**src/rtl/vga_record_if.sv**
```systemverilog
// Request/digit inputs and record-display outputs of the VGA record controller.
// The master drives the requests and live digits; the slave is the controller.
interface vga_record_if;
    logic       save_req;
    logic       next_req;
    logic       clear_req;
    logic       frame_start;
    logic [3:0] cur_d1, cur_d2, cur_d3, cur_d4, cur_d5, cur_d6, cur_d7;
    logic       has_record;
    logic [3:0] led1, led2, led3, led4, led5, led6, led7;
    logic [2:0] rec_count;
    logic [1:0] rec_index;
    logic       busy;

    modport master (
        output save_req, next_req, clear_req, frame_start,
        output cur_d1, cur_d2, cur_d3, cur_d4, cur_d5, cur_d6, cur_d7,
        input  has_record, rec_count, rec_index, busy,
        input  led1, led2, led3, led4, led5, led6, led7
    );

    modport slave (
        input  save_req, next_req, clear_req, frame_start,
        input  cur_d1, cur_d2, cur_d3, cur_d4, cur_d5, cur_d6, cur_d7,
        output has_record, rec_count, rec_index, busy,
        output led1, led2, led3, led4, led5, led6, led7
    );
endinterface

```
**src/rtl/vga_record_ctrl.sv**
```systemverilog
// Captures up to four 7-digit BCD records and shows one at a time for a fixed
// number of VGA frames, with browsing from newest to oldest.
module vga_record_ctrl #(
    parameter int SHOW_FRAMES = 300,
    parameter int DEPTH       = 4
) (
    input logic         clk,
    input logic         rst,
    vga_record_if.slave bus
);
    localparam int FCW = (SHOW_FRAMES > 1) ? $clog2(SHOW_FRAMES + 1) : 1;
    localparam logic [FCW-1:0] LAST_FRAME = FCW'(SHOW_FRAMES - 1);

    typedef enum logic [1:0] {IDLE, CAPTURE, SHOW} state_t;

    state_t          state_reg, state_next;
    logic [27:0]     slot_reg [DEPTH];
    logic [27:0]     snap_reg;
    logic [27:0]     led_reg, led_next;
    logic [1:0]      wr_ptr_reg, wr_ptr_next;
    logic [1:0]      rec_index_reg, rec_index_next;
    logic [2:0]      rec_count_reg, rec_count_next;
    logic [FCW-1:0]  frame_cnt_reg, frame_cnt_next;
    logic            snap_load, slot_write, slots_clear;
    logic [27:0]     cur_word, cur_clamped;
    logic [1:0]      step_index, newest, age;

    assign cur_word = {bus.cur_d7, bus.cur_d6, bus.cur_d5, bus.cur_d4,
                       bus.cur_d3, bus.cur_d2, bus.cur_d1};

    generate
        for (genvar gi = 0; gi < 7; gi++) begin : g_clamp
            assign cur_clamped[gi*4 +: 4] = (cur_word[gi*4 +: 4] > 4'd9) ? 4'd9
                                                                        : cur_word[gi*4 +: 4];
        end
    endgenerate

    // Age of a slot counts back from the newest; a slot is valid if age < rec_count.
    assign step_index = rec_index_reg - 2'd1;
    assign newest     = wr_ptr_reg - 2'd1;
    assign age        = newest - step_index;

    always_comb begin
        state_next     = state_reg;
        wr_ptr_next    = wr_ptr_reg;
        rec_index_next = rec_index_reg;
        rec_count_next = rec_count_reg;
        frame_cnt_next = frame_cnt_reg;
        snap_load      = 1'b0;
        slot_write     = 1'b0;
        slots_clear    = 1'b0;
        if (bus.clear_req) begin
            state_next     = IDLE;
            wr_ptr_next    = '0;
            rec_index_next = '0;
            rec_count_next = '0;
            frame_cnt_next = '0;
            slots_clear    = 1'b1;
        end else begin
            case (state_reg)
                IDLE: begin
                    if (bus.save_req) begin
                        snap_load  = 1'b1;
                        state_next = CAPTURE;
                    end else if (bus.next_req && rec_count_reg != 3'd0) begin
                        state_next     = SHOW;
                        rec_index_next = newest;
                        frame_cnt_next = '0;
                    end
                end
                CAPTURE: begin
                    slot_write     = 1'b1;
                    rec_index_next = wr_ptr_reg;
                    wr_ptr_next    = wr_ptr_reg + 2'd1;
                    rec_count_next = (rec_count_reg == 3'd4) ? 3'd4 : rec_count_reg + 3'd1;
                    frame_cnt_next = '0;
                    state_next     = SHOW;
                end
                SHOW: begin
                    if (bus.save_req) begin
                        snap_load  = 1'b1;
                        state_next = CAPTURE;
                    end else if (bus.next_req) begin
                        rec_index_next = ({1'b0, age} < rec_count_reg) ? step_index : newest;
                        frame_cnt_next = '0;
                    end else if (bus.frame_start) begin
                        if (frame_cnt_reg == LAST_FRAME) begin
                            state_next     = IDLE;
                            frame_cnt_next = '0;
                        end else begin
                            frame_cnt_next = frame_cnt_reg + FCW'(1);
                        end
                    end
                end
                default: state_next = IDLE;
            endcase
        end
        // Look ahead so the new record is on the LEDs as soon as SHOW is entered.
        led_next = '0;
        if (state_next == SHOW) begin
            led_next = (state_reg == CAPTURE) ? snap_reg : slot_reg[rec_index_next];
        end
    end

    always_ff @(posedge clk) begin
        if (rst) begin
            state_reg     <= IDLE;
            snap_reg      <= '0;
            led_reg       <= '0;
            wr_ptr_reg    <= '0;
            rec_index_reg <= '0;
            rec_count_reg <= '0;
            frame_cnt_reg <= '0;
        end else begin
            state_reg     <= state_next;
            led_reg       <= led_next;
            wr_ptr_reg    <= wr_ptr_next;
            rec_index_reg <= rec_index_next;
            rec_count_reg <= rec_count_next;
            frame_cnt_reg <= frame_cnt_next;
            if (snap_load) begin
                snap_reg <= cur_clamped;
            end
        end
    end

    generate
        for (genvar gi = 0; gi < DEPTH; gi++) begin : g_slot
            always_ff @(posedge clk) begin
                if (rst || slots_clear) begin
                    slot_reg[gi] <= '0;
                end else if (slot_write && wr_ptr_reg == 2'(gi)) begin
                    slot_reg[gi] <= snap_reg;
                end
            end
        end
    endgenerate

    assign bus.has_record = (state_reg == SHOW);
    assign bus.busy       = (state_reg == CAPTURE);
    assign bus.rec_count  = rec_count_reg;
    assign bus.rec_index  = rec_index_reg;
    assign bus.led1       = led_reg[3:0];
    assign bus.led2       = led_reg[7:4];
    assign bus.led3       = led_reg[11:8];
    assign bus.led4       = led_reg[15:12];
    assign bus.led5       = led_reg[19:16];
    assign bus.led6       = led_reg[23:20];
    assign bus.led7       = led_reg[27:24];
endmodule

```
**src/flat_wrapper.sv**
```systemverilog
// flat-port wrapper written by rule: the top's interface ports become plain ports
module vga_record_ctrl_flat 
#(
    parameter int SHOW_FRAMES = 300,
    parameter int DEPTH       = 4
)
  (clk, rst, bus_save_req, bus_next_req, bus_clear_req, bus_frame_start, bus_cur_d1, bus_cur_d2, bus_cur_d3, bus_cur_d4, bus_cur_d5, bus_cur_d6, bus_cur_d7, bus_has_record, bus_rec_count, bus_rec_index, bus_busy, bus_led1, bus_led2, bus_led3, bus_led4, bus_led5, bus_led6, bus_led7);
  vga_record_if bus_i ();
  input logic clk;
  input logic rst;
  input wire logic [$bits(bus_i.save_req)-1:0] bus_save_req;
  input wire logic [$bits(bus_i.next_req)-1:0] bus_next_req;
  input wire logic [$bits(bus_i.clear_req)-1:0] bus_clear_req;
  input wire logic [$bits(bus_i.frame_start)-1:0] bus_frame_start;
  input wire logic [$bits(bus_i.cur_d1)-1:0] bus_cur_d1;
  input wire logic [$bits(bus_i.cur_d2)-1:0] bus_cur_d2;
  input wire logic [$bits(bus_i.cur_d3)-1:0] bus_cur_d3;
  input wire logic [$bits(bus_i.cur_d4)-1:0] bus_cur_d4;
  input wire logic [$bits(bus_i.cur_d5)-1:0] bus_cur_d5;
  input wire logic [$bits(bus_i.cur_d6)-1:0] bus_cur_d6;
  input wire logic [$bits(bus_i.cur_d7)-1:0] bus_cur_d7;
  output wire logic [$bits(bus_i.has_record)-1:0] bus_has_record;
  output wire logic [$bits(bus_i.rec_count)-1:0] bus_rec_count;
  output wire logic [$bits(bus_i.rec_index)-1:0] bus_rec_index;
  output wire logic [$bits(bus_i.busy)-1:0] bus_busy;
  output wire logic [$bits(bus_i.led1)-1:0] bus_led1;
  output wire logic [$bits(bus_i.led2)-1:0] bus_led2;
  output wire logic [$bits(bus_i.led3)-1:0] bus_led3;
  output wire logic [$bits(bus_i.led4)-1:0] bus_led4;
  output wire logic [$bits(bus_i.led5)-1:0] bus_led5;
  output wire logic [$bits(bus_i.led6)-1:0] bus_led6;
  output wire logic [$bits(bus_i.led7)-1:0] bus_led7;
  assign bus_i.save_req = bus_save_req;
  assign bus_i.next_req = bus_next_req;
  assign bus_i.clear_req = bus_clear_req;
  assign bus_i.frame_start = bus_frame_start;
  assign bus_i.cur_d1 = bus_cur_d1;
  assign bus_i.cur_d2 = bus_cur_d2;
  assign bus_i.cur_d3 = bus_cur_d3;
  assign bus_i.cur_d4 = bus_cur_d4;
  assign bus_i.cur_d5 = bus_cur_d5;
  assign bus_i.cur_d6 = bus_cur_d6;
  assign bus_i.cur_d7 = bus_cur_d7;
  assign bus_has_record = bus_i.has_record;
  assign bus_rec_count = bus_i.rec_count;
  assign bus_rec_index = bus_i.rec_index;
  assign bus_busy = bus_i.busy;
  assign bus_led1 = bus_i.led1;
  assign bus_led2 = bus_i.led2;
  assign bus_led3 = bus_i.led3;
  assign bus_led4 = bus_i.led4;
  assign bus_led5 = bus_i.led5;
  assign bus_led6 = bus_i.led6;
  assign bus_led7 = bus_i.led7;
  vga_record_ctrl #(.SHOW_FRAMES(SHOW_FRAMES), .DEPTH(DEPTH)) u_core (.clk(clk), .rst(rst), .bus(bus_i));
endmodule
```
**config.mk**
```make
export PLATFORM = sky130hd
export DESIGN_NAME = vga_record_ctrl_flat
export DESIGN_NICKNAME = d
export VERILOG_FILES = /design/src/rtl/vga_record_if.sv /design/src/rtl/vga_record_ctrl.sv /design/src/flat_wrapper.sv
export SDC_FILE = /design/constraint.sdc
export NUM_CORES = 1
export LEC_CHECK = 0
export ABC_AREA = 1
export BUFFER_PORTS_ARGS = -buffer_cell sky130_fd_sc_hd__buf_2
export CORE_ASPECT_RATIO = 1.4
export CORE_UTILIZATION = 40
export CTS_CLUSTER_DIAMETER = 100
export DETAILED_ROUTE_END_ITERATION = 16
export GPL_ROUTABILITY_DRIVEN = 0
export PLACE_DENSITY = 0.6
export SETUP_SLACK_MARGIN = 0.1
export SYNTH_ARGS = -nofsm -noshare
export SYNTH_HDL_FRONTEND = slang
export SYNTH_SLANG_ARGS = --single-unit
export TNS_END_PERCENT = 100
```
**constraint.sdc**
```tcl
create_clock -name clk -period 5.3 [get_ports clk]
set_input_delay 1.325 -clock clk [delete_from_list [all_inputs] [get_ports clk]]
set_output_delay 1.325 -clock clk [all_outputs]
set_load 0.005 [all_outputs]
```
Word-level counts from Yosys, hierarchy flattened

Memory sizes are Yosys's and may differ from the RTL's.
Index checks and enable logic that the tools add are counted.

Register bits: 74
Bits in writable memories: 112
Bits of input ports: 34
Output and inout bits: 35
Word-level logic and storage cells: 108
Memories: 1

Memory list:

| name            | words | bits a word | read ports | clocked after memory_dff | wr ports | RTL line              | RTL |
|---|---|---|---|---|---|---|---|
| u_core.slot_reg | 4     | 28          | 1          | 0                        | 4        | vga_record_ctrl.sv:17 | `logic [27:0] slot_reg [DEPTH];` |

Add/sub/neg operators: 6
Order comparisons: 8
Eq/ne operators: 12
Mux-type cells: 55
Bitwise logic cells: 5
Reduce and logical (&&, ||, !) cells: 14

Operator list:

| kind                                                                  | count |
|---|---|
| 28-bit 2-to-1 mux                                                     | 5 |
| 9-bit 2-to-1 mux                                                      | 6 |
| 4-bit greater-than comparator, second input constant                  | 7 |
| 4-bit 2-to-1 mux                                                      | 7 |
| 9-bit case mux with 3 select lines                                    | 1 |
| 2-bit 2-to-1 mux                                                      | 13 |
| 1-bit 2-to-1 mux                                                      | 20 |
| 2-bit case mux with 3 select lines                                    | 2 |
| 9-bit by 1-bit adder with 9-bit output, second input constant         | 1 |
| 9-bit equality test, second input constant                            | 1 |
| 2-bit equality test, second input constant                            | 4 |
| 3-bit nonzero test                                                    | 2 |
| 2-bit OR reduction                                                    | 3 |
| 1-bit logical AND                                                     | 5 |
| 5-bit AND reduction                                                   | 1 |
| 2-bit by 1-bit equality test with 1-bit output, second input constant | 2 |
| 2-bit logical NOT                                                     | 2 |
| 2-bit != test, second input constant                                  | 2 |
| 1-bit OR                                                              | 4 |
| 2-bit by 1-bit subtractor with 2-bit output, second input constant    | 2 |
| 3-bit by 1-bit adder with 3-bit output, second input constant         | 1 |
| 3-bit equality test, second input constant                            | 1 |
| 2-bit by 3-bit less-than comparator with 1-bit output                 | 1 |
| 3-bit 2-to-1 mux                                                      | 1 |
| 6 further kinds                                                       | 6 |

Longest topological paths before layout

Gate-level depths: netlist of the first run.

Depth in word-level cells: 10
Mapped depth: 19

Worst setup path after synthesis of the first run

OpenSTA, ideal clock, no wires.

Path type: input to register
Start: input port rst
End: memory u_core.slot_reg[0][0], enable pin
Setup time: 0.452 ns
Arrival time: 2.368 ns
Data required time: 4.848 ns
Slack: 2.479 ns
Stages: 3
Path buffers: 1
Cells stage by stage: clkbuf_1 nor2_1 nand2_1

RTL lines:

| item               | RTL line              | RTL |
|---|---|---|
| start: declaration | flat_wrapper.sv:10    | `input logic rst;` |
| end: declaration   | vga_record_ctrl.sv:17 |  |

Final worst setup path of the first run

Start: register u_core.wr_ptr_reg[0]
End: register u_core.led_reg[16]

Cells in the longest elaborated chain, start to end: 10

RTL lines:

| item                                                  | RTL line               | RTL |
|---|---|---|
| start: declaration                                    | vga_record_ctrl.sv:20  | `logic [1:0] wr_ptr_reg, wr_ptr_next;` |
| start signal: assignment                              | vga_record_ctrl.sv:117 | `wr_ptr_reg <= wr_ptr_next;` |
| 2-bit by 1-bit subtractor with 2-bit output (*)       | vga_record_ctrl.sv:40  | `assign newest = wr_ptr_reg - 2'd1;` |
| named net u_core.newest[0]                            | vga_record_ctrl.sv:26  | `logic [1:0] step_index, newest, age;` |
| 2-bit subtractor                                      | vga_record_ctrl.sv:41  | `assign age = newest - step_index;` |
| 2-bit by 3-bit less-than comparator with 1-bit output | vga_record_ctrl.sv:84  | `rec_index_next = ({1'b0, age} < rec_count_reg) ? step_index : newest;` |
| 2-bit 2-to-1 mux                                      | vga_record_ctrl.sv:84  |  |
| 2-bit 2-to-1 mux                                      | vga_record_ctrl.sv:83  | `end else if (bus.next_req) begin` |
| 2-bit 2-to-1 mux                                      | vga_record_ctrl.sv:80  | `if (bus.save_req) begin` |
| 2-bit case mux with 3 select lines (*)                | vga_record_ctrl.sv:60  | `case (state_reg)` |
| 2-bit 2-to-1 mux (*)                                  | vga_record_ctrl.sv:52  | `if (bus.clear_req) begin` |
| memory 4 x 28 bit (*)                                 | --                     |  |
| 28-bit 2-to-1 mux (*)                                 | vga_record_ctrl.sv:101 | `led_next = (state_reg == CAPTURE) ? snap_reg : slot_reg[rec_index_next];` |
| end signal: assignment                                | vga_record_ctrl.sv:116 | `led_reg <= led_next;` |
| end: declaration                                      | vga_record_ctrl.sv:19  | `logic [27:0] led_reg, led_next;` |

Mark *: on every way through the listed nets, which the timed path passes. The rest lies on a longest branch.
A chain may end at the register's enable or synchronous reset.

==> impl_metrics.yaml, run 1 <==
synthesis:
  synthAdderAreaFrac: 0.0134
  synth_enable_flop_cells: 112
  yosysSeqAreaShare: 0.578
  synth_area_leaders: "edfxtp_1 40%, dfxtp_1 18%, nand2_1 8.9%"
  yosys_warnings: 0
  ys_seq_elements: 186
  synth-compound-area-share: 0.0605
  async_flop_share: 0
  synth_top_family_by_area: "simple AND/OR/NAND/NOR gates"
  synth_top_area_frac: 0.401
  synth_xor_area_frac: 0.00209
  syn-instance-count: 987
  syn_avg_cell_area_um2: 8.49
  yosysTopAreaCell: "edfxtp_1"
  synth-simple-area-share: 0.252
  syn_nets: 1030
  synth_cell_type_count: 29
  synth_flop_cell: "edfxtp_1"
  netlist_area_um2: 8380
  synthMuxAreaShare: 0
setup_path:
  arrival_ns: 3.93
  worstPathRequired_ns: 5.63
  crit_buf_inv: 3
  path_cells: "inv_1 -> ha_1 -> xnor2_1 -> xnor2_1 -> ha_1 -> nand3_1 -> nand2_1 -> nand2_1 -> nand3_1 -> nand3_2 -> nand2_2 -> buf_4 -> nand2_1 -> nand3_1 -> nand3_1 -> nand2_1 -> inv_1"
  crit_family: "simple AND/OR/NAND/NOR gates"
  critPathMaxStageDelay_ns: 0.57
  critPathKind: "flop to flop"
  endpoint_kind: "flop"
  crit_path_start_kind: "flop"
  slowest_stage: "buf_4"
  critical_path.max_fanout: 57
routing:
  drt_wl_total_um: 21500
  via_per_inst: 5.04
  ant_nets: 0
  avgRoutedWirePerCell_um: 16.5
  drt_pass1_iterations: 5
  drcViolationCount: 0
  vias: 6573
  drt_iter0_markers: 529
clocking:
  post_cts_resize_count: 0
  clock_path_buffers: 2
  cts_hold_buf: 0
  postCtsSetupBuffers: 0
  cts_tree: "yes"
  htreeDepth: 4
  clock-sinks: 186
  clkLatencyLatePin_ns: 0.43
  cts_buffers: 17
  cts-root-buf: "clkbuf_16"
  path_clk_slew_ns: 0.06
floorplanning:
  die_h_um: 173
  die_area_um2: 21500
  core_area_um2: 20600
  start_util: 0.408
  core.rowCount: 62
  io_pins: 69
  die-width_um: 124
job:
  maxCapViolations: 0
sta:
  holdWs_ns: 0.464
  rsz0062_at_grt: "false"
  setup-tns-final_ns: 0
  max_freq_mhz: 277
  fin_skew_ns: 0.0112
  setup_viol_count_final: 0
  post-route-min-period_ns: 3.60
  max-slew-margin-rel: 0.405
  slew_violations: 0
  period_share: 0.680
  final_hold_viol_count: 0
  tightestPinTransition_ns: 0.889
outcome:
  status: "finished, final reports clean"
layout:
  fin_area_um2: 9520
  nets: 1077
  layout-drive-gt1-share: 0.117
  antenna_cells: 0
  largest_reg_flops: 112
  stdcell_count: 1303
  syn_to_final_growth_pct: 13.6
grt:
  antenna_found_initial: 0
  grt_usage: 0.206
  grt-ovfl-total: 0
  grt_pass1_wl_um: 34400
  grt_pass1_vias: 6395
  grt_max_degree: 58
power:
  p_leak_nw: 4.22
  pwr-share-clk: 0.425
  vdd_drop_max_mv: 0.208
  swShare: 0.220
  switchingPower_mw: 0.688
  p_seq_frac: 0.511
  powerDensity_nw_per_um2: 328
  p_comb_frac: 0.065
  p_int_mw: 2.43
placed_design:
  portBuffers: 68
  place_inst: 1271
  dpl_cell_area_um2: 8920
  hpwl_um: 12000
hold_path:
  hold_class: "flop to flop"
routing by layer:
| layer | global-route usage | part of all wire | up-vias | wire length [um] |
|---|---|---|---|---|
| met5 | 0 | 0 | - | 0 |
| met4 | 0.0557 | 0.0093 | 0 | 200 |
| li1 | - | - | 3279 | - |
| met3 | 0.0340 | 0.043 | 12 | 924 |
| met1 | 0.257 | 0.43 | 3127 | 9300 |
| met2 | 0.365 | 0.52 | 155 | 11100 |
through the flow:
step	worst slack, ns	total power, mW	util
2_1_floorplan	2.48	1.75	-
3_3_place_gp	1.66	1.83	0.434
3_5_place_dp	1.62	1.83	0.434
4_1_cts	1.73	3.14	0.463
5_1_grt	1.38	3.23	0.463
6_report	1.70	3.12	0.463
final timing paths:
path	start	endpoint	slack [ns]	depth (start not counted)
hold / removal	u_core.snap_reg[22]	u_core.snap_reg[22]	0.46	2
hold reg to reg	u_core.snap_reg[22]	u_core.snap_reg[22]	0.46	2
setup / recovery	u_core.wr_ptr_reg[0]	u_core.led_reg[16]	1.70	17
setup reg to reg	u_core.wr_ptr_reg[0]	u_core.led_reg[16]	1.70	17
cell families (layout without fill, tap and decap cells):
| family | Yosys count | count (layout) |
|---|---|---|
| xor+xnor | 2 | 2 |
| flops | 186 | 186 |
| simple gates | 498 | 498 |
| fa+ha+maj | 9 | 9 |
| buf+inv | 199 | 259 |
| compound gates | 93 | 93 |
power by group through the flow:
stage / Clock (mW) / Sequential (mW) / Combinational [mW]
2_1_floorplan: 0 / 1.62 / 0.133
4_1_cts: 1.34 / 1.59 / 0.204
3_3_place_gp: 0 / 1.62 / 0.201
5_1_grt: 1.40 / 1.60 / 0.228
3_5_place_dp: 0 / 1.63 / 0.204
6_report: 1.33 / 1.59 / 0.202
synth_stat cells (2+ instances only):
library cell,number
nor3b_1,3
nand3_1,142
o21ai_0,19
nor2_2,2
nand2_1,198
a31oi_1,3
a211oi_1,4
nand4_1,2
inv_2,5
clkbuf_1,29
inv_1,144
ha_1,9
a21oi_1,59
xnor2_1,2
a221oi_1,6
buf_4,3
nand3_2,4
nor2_1,139
buf_2,12
buf_6,2
dfxtp_1,74
buf_1,3
nor3_1,6
edfxtp_1,112
layout by cell type, fill, tap and decap left out, types with 4 or more instances in the layout:
master,synthesis,layout
nand3_1,142,141
buf_4,3,9
bufinv_16,0,4
nand2_1,198,194
nand2_2,0,4
clkbuf_16,0,17
clkbuf_1,29,5
buf_2,12,68
a221oi_1,6,6
inv_1,144,144
edfxtp_1,112,112
ha_1,9,9
nor3_1,6,5
o21ai_0,19,19
nor2_1,139,139
a21oi_1,59,59
dfxtp_1,74,74
a211oi_1,4,4
nand3_2,4,5
inv_2,5,5
layout make-up:
cell class | instances | area (um^2)
clock buffers | 23 | 458
fillers | 2023 | 11000
multi-input cells | 602 | 2780
clock inverters | 9 | 146
flip-flops and latches | 186 | 4840
inverters | 150 | 563
repair buffers | 77 | 408
well taps | 256 | 320
worst register-to-register path: stages (launching register included):
cell and delay [ns]:
dfxtp_1 0.47, inv_1 0.17, ha_1 0.37, xnor2_1 0.21, xnor2_1 0.09, ha_1 0.27
nand3_1 0.11, nand2_1 0.10, nand2_1 0.05, nand3_1 0.09, nand3_2 0.38, nand2_2 0.15
buf_4 0.57, nand2_1 0.15, nand3_1 0.11, nand3_1 0.08, nand2_1 0.10, inv_1 0.04
(Power assumes the default switching activity.)
==> run 2, diff against run 1 <==
ABC_AREA = 0   (was 1)
PLACE_DENSITY = 0.62   (was 0.6)
clock period = 3.1 ns   (was 5.3 ns; I/O delays follow)
==> impl_metrics.yaml, run 2 <==
outcome:
  status: "finished, final reports clean"
layout:
  nets: 799
  layout-drive-gt1-share: 0.254
  final_util: 0.481
  n_fill_cell: 1836
  seqCellArea_um2: 4850
  layout_common_cells: "113 x and3_1, 112 x edfxtp_1, 79 x nand2_1"
  multi_input_area_um2: 3280
  mostFrequentLayoutCell: "and3_1"
  syn_to_final_growth_pct: 18.2
  antenna_cells: 0
  largest_reg_flops: 112
sta:
  max_freq_mhz: 341
  period_share: 0.945
  setup_ws_ns: 0.171
  holdWs_ns: 0.495
  slew_violations: 0
  tightestPinTransition_ns: 0.625
  post-route-min-period_ns: 2.93
  setup_viol_count_final: 0
  max-slew-margin-rel: 0.583
  fin_skew_ns: 0.00831
  rsz0062_at_grt: "false"
  final_hold_viol_count: 0
  setup-tns-final_ns: 0
power:
  switchingPower_mw: 1.14
  vdd_drop_max_mv: 0.359
  p_leak_nw: 4.01
  p_int_mw: 4.17
  total_power_mw: 5.31
  pwr-share-clk: 0.426
  powerDensity_nw_per_um2: 540
  p_seq_frac: 0.517
  p_comb_frac: 0.057
  swShare: 0.215
floorplanning:
  start_util: 0.407
  io_pins: 69
  die_area_um2: 21400
  core.rowCount: 62
  die_h_um: 173
  die-width_um: 124
  core_area_um2: 20500
synthesis:
  ys_seq_elements: 186
  synth_most_common_cell: "and3_1"
  yosysSeqAreaShare: 0.582
  syn_avg_cell_area_um2: 12.0
  synth_flop_cell: "edfxtp_1"
  syn_nets: 736
  synth_cell_type_count: 52
  synth_area_leaders: "edfxtp_1 40%, dfxtp_1 18%, and3_1 8.6%"
  yosysTopAreaCell: "edfxtp_1"
  synth_top_area_frac: 0.404
  netlist_area_um2: 8330
  synth_enable_flop_cells: 112
  syn-instance-count: 693
  async_flop_share: 0
  synth_common_cells: "114 x and3_1, 112 x edfxtp_1, 79 x nand2_1"
  yosys_warnings: 0
grt:
  grt_usage: 0.188
  antenna_found_initial: 0
  grt_max_degree: 141
  grt_pass1_vias: 5629
  grt-ovfl-total: 0
  grt_pass1_wl_um: 30200
routing:
  avgRoutedWirePerCell_um: 19.6
  via_per_inst: 5.49
  drt_iter0_markers: 528
  drcViolationCount: 0
  drt_wl_total_um: 20100
  drt_pass1_iterations: 5
  vias: 5626
  ant_nets: 0
setup_path:
  critPathMaxStageDelay_ns: 0.49
  slowest_stage: "a2111o_1"
  critical_path.max_fanout: 7
  worstPathRequired_ns: 3.40
  crit_path_start_kind: "flop"
  crit_buf_inv: 2
  critPathKind: "flop to flop"
  path_cells: "buf_6 -> ha_2 -> xnor2_2 -> xnor2_1 -> ha_1 -> o21ba_4 -> and3_4 -> a2111o_1 -> nand2_4 -> clkbuf_16 -> mux2i_2 -> o221ai_2"
  crit_family: "compound AO/OA/AOI/OAI gates"
  arrival_ns: 3.23
  endpoint_kind: "flop"
clocking:
  clkLatencyLatePin_ns: 0.42
  clock-sinks: 186
  cts_buffers: 17
  path_clk_slew_ns: 0.07
  cts-root-buf: "clkbuf_16"
  cts_tree: "yes"
  clock_path_buffers: 2
  htreeDepth: 4
placed_design:
  place_ws_ns: 0.0793
  portBuffers: 68
  hpwl_um: 11300
job:
  maxCapViolations: 0
hold_path:
  hold_class: "flop to flop"
[run 2: changes by cell type after synthesis, moves of 9 or more]
cell      before  now
buf_2         12    3
o221ai_2       0   24
mux2i_1        0   53
clkbuf_1      29   40
inv_1        144    8
a21oi_1       59   31
nand2_1      198   79
nand3_1      142    9
and3_1         1  114
nand3b_1       0   16
nor2_1       139   24
[run 2: logic make-up (layout without fill, tap and decap cells)]
family | after synthesis | in the layout | synth area share
mux | 54 | 54 | 0.0651
fa+ha+maj | 9 | 9 | 0.0135
buf+inv | 65 | 140 | 0.0476
xor+xnor | 10 | 10 | 0.0105
compound gates | 103 | 103 | 0.107
flops | 186 | 186 | 0.582
simple gates | 266 | 267 | 0.174
[run 2: path summary, 6_finish.rpt]
check | to | slack, ns | cells past startpoint | from
worst min register to register | u_core.frame_cnt_reg[1] | 0.50 | 2 | u_core.frame_cnt_reg[1]
worst min-delay path | u_core.frame_cnt_reg[1] | 0.50 | 2 | u_core.frame_cnt_reg[1]
worst max register to register | u_core.led_reg[19] | 0.17 | 12 | u_core.wr_ptr_reg[0]
worst max-delay path | u_core.led_reg[19] | 0.17 | 12 | u_core.wr_ptr_reg[0]
[run 2: final cells by class]
type | instances | share of cell area
Clock buffer | 20 | 0.0443
Tap cell | 256 | 0.0325
Inverter | 9 | 0.00343
Timing Repair Buffer | 99 | 0.0770
Sequential cell | 186 | 0.492
Multi-Input combinational cell | 443 | 0.333
Clock inverter | 12 | 0.0177
[run 2: routing by layer]
layer	vias to the layer above	GRT usage	wire length [um]
met5	-	0	0
met4	0	0.0536	223
met3	15	0.0333	886
met2	143	0.328	10600
met1	2778	0.235	8350
li1	2690	-	-
[run 2: tightest hold or removal path: stages (launching register included)]
cell and delay, ns:
dfxtp_1 0.33, nand2_1 0.06, a21oi_1 0.05
[run 2: power by group through the flow]
stage	Clock (mW)	Sequential [mW]	Combinational, mW
after floorplan	0	2.78	0.178
after global placement	0	2.79	0.260
after detailed placement	0	2.79	0.266
after CTS	2.29	2.74	0.268
after global routing	2.41	2.75	0.330
final	2.26	2.75	0.306
[run 2: per-stage QoR]
stage / cells / cell area, um^2
finish: 1025 / 9850
global route: 1025 / 9850
CTS: 1017 / 9510
detailed placement: 985 / 8890
global placement: 985 / 8890
floorplan: 693 / 8330
[run 2: repair_timing]
action                     4_1_cts  5_1_grt
pin swaps                        1        9
gates cloned                     0        7
resized for setup                1       34
setup buffers                    0        1
setup endpoints to repair       25       28
hold buffers                     0        0
==> run 3, diff against run 2 <==
MAX_ROUTING_LAYER = met4   (was unset)
SKIP_CTS_REPAIR_TIMING = 1   (was unset)
==> impl_metrics.yaml, run 3 (same netlist as run 2, synthesis figures left out) <==
power:
  total_power_mw: 5.28
  p_leak_nw: 3.95
  powerDensity_nw_per_um2: 547
  vdd_drop_max_mv: 0.360
layout:
  n_fill_cell: 1851
  largest_reg_flops: 112
  layout-drive-gt1-share: 0.232
  mostFrequentLayoutCell: "and3_1"
  layout_common_cells: "114 x and3_1, 112 x edfxtp_1, 79 x nand2_1"
  nets: 794
  syn_to_final_growth_pct: 15.8
  antenna_cells: 0
  multi_input_area_um2: 3150
  seqCellArea_um2: 4850
clocking:
  cts-root-buf: "clkbuf_16"
  path_clk_slew_ns: 0.06
  clock_path_buffers: 2
  clkLatencyLatePin_ns: 0.42
  htreeDepth: 4
  cts_tree: "yes"
  clock-sinks: 186
  cts_buffers: 17
routing:
  via_per_inst: 5.47
  ant_nets: 0
  drt_pass1_iterations: 5
  drcViolationCount: 0
  vias: 5584
  drt_iter0_markers: 469
  avgRoutedWirePerCell_um: 19.3
  drt_wl_total_um: 19700
job:
  maxCapViolations: 0
sta:
  tightestPinTransition_ns: 0.623
  post-route-min-period_ns: 2.88
  max_freq_mhz: 347
  period_share: 0.930
  setup_ws_ns: 0.217
  setup-tns-final_ns: 0
  rsz0062_at_grt: "false"
  fin_skew_ns: 0.00716
  max-slew-margin-rel: 0.585
  setup_viol_count_final: 0
  slew_violations: 0
  final_hold_viol_count: 0
setup_path:
  endpoint_kind: "flop"
  crit_path_start_kind: "flop"
  worstPathRequired_ns: 3.39
  critPathKind: "flop to flop"
  critical_path.max_fanout: 9
  arrival_ns: 3.17
hold_path:
  hold_class: "flop to flop"
floorplanning:
  start_util: 0.407
  die-width_um: 124
  io_pins: 69
  core.rowCount: 62
  die_area_um2: 21400
  core_area_um2: 20500
  die_h_um: 173
grt:
  grt_pass1_vias: 5648
  grt_pass1_wl_um: 30100
  grt_usage: 0.194
  grt_max_degree: 141
  grt-ovfl-total: 0
  antenna_found_initial: 0
placed_design:
  portBuffers: 68
  hpwl_um: 11300
  place_ws_ns: 0.0793
outcome:
  status: "finished, final reports clean"
-- run 3: cell count changes in the layout (fill, tap and decap cells not counted), moves of 2 or more --
cell,previous run,this run
clkbuf_16,22,20
mux2i_4,9,1
mux2i_1,38,45
buf_6,2,0
-- run 3: metal layers --
metal  wire length [um]  GRT usage  up-vias  share of wire
met5                  0          -        -              0
met4                263     0.0536        0          0.013
met3                719     0.0320       18          0.036
met2              10400      0.327      125           0.53
met1               8280      0.236     2760           0.42
li1                   -          -     2681              -
-- run 3: report_power, final --
group	internal (mW)	leakage, nW	total, mW	switching [mW]
clock	1.35	0.298	2.25	0.903
sequential	2.70	1.85	2.74	0.0449
combinational	0.108	1.81	0.284	0.176
total	4.15	3.95	5.28	1.12
-- run 3: cell type report --
class,instances,area share
inverters,9,0.00350
clock buffers,20,0.0453
clock inverters,12,0.0180
flip-flops and latches,186,0.502
repair buffers,95,0.0711
multi-input cells,442,0.326
well taps,256,0.0332
-- run 3: critical path: stages (launching register included) --
cell	delay, ns
dfxtp_1	0.33
inv_1	0.08
ha_4	0.29
xnor2_1	0.13
xnor2_1	0.15
ha_1	0.26
o21ba_1	0.20
and3_1	0.19
a2111o_1	0.39
nand2_8	0.20
clkbuf_16	0.20
mux2i_1	0.21
o221ai_2	0.12
-- run 3: metrics by stage --
stage                     utilization  cell area (um^2)  std cells  hold WS, ns
after floorplan                     -              8330        693        0.462
after global placement          0.434              8890        985        0.480
after detailed placement        0.434              8890        985        0.491
after CTS                       0.464              9500       1017        0.499
after global routing            0.471              9640       1020        0.520
final                           0.471              9640       1020        0.496
-- run 3: path summary, 6_finish.rpt --
path                             endpoint  cells after the start  slack [ns]               startpoint
setup / recovery       u_core.led_reg[27]                     12        0.22     u_core.wr_ptr_reg[1]
hold / removal    u_core.frame_cnt_reg[1]                      2        0.50  u_core.frame_cnt_reg[1]
setup reg to reg       u_core.led_reg[27]                     12        0.22     u_core.wr_ptr_reg[1]
hold reg to reg   u_core.frame_cnt_reg[1]                      2        0.50  u_core.frame_cnt_reg[1]
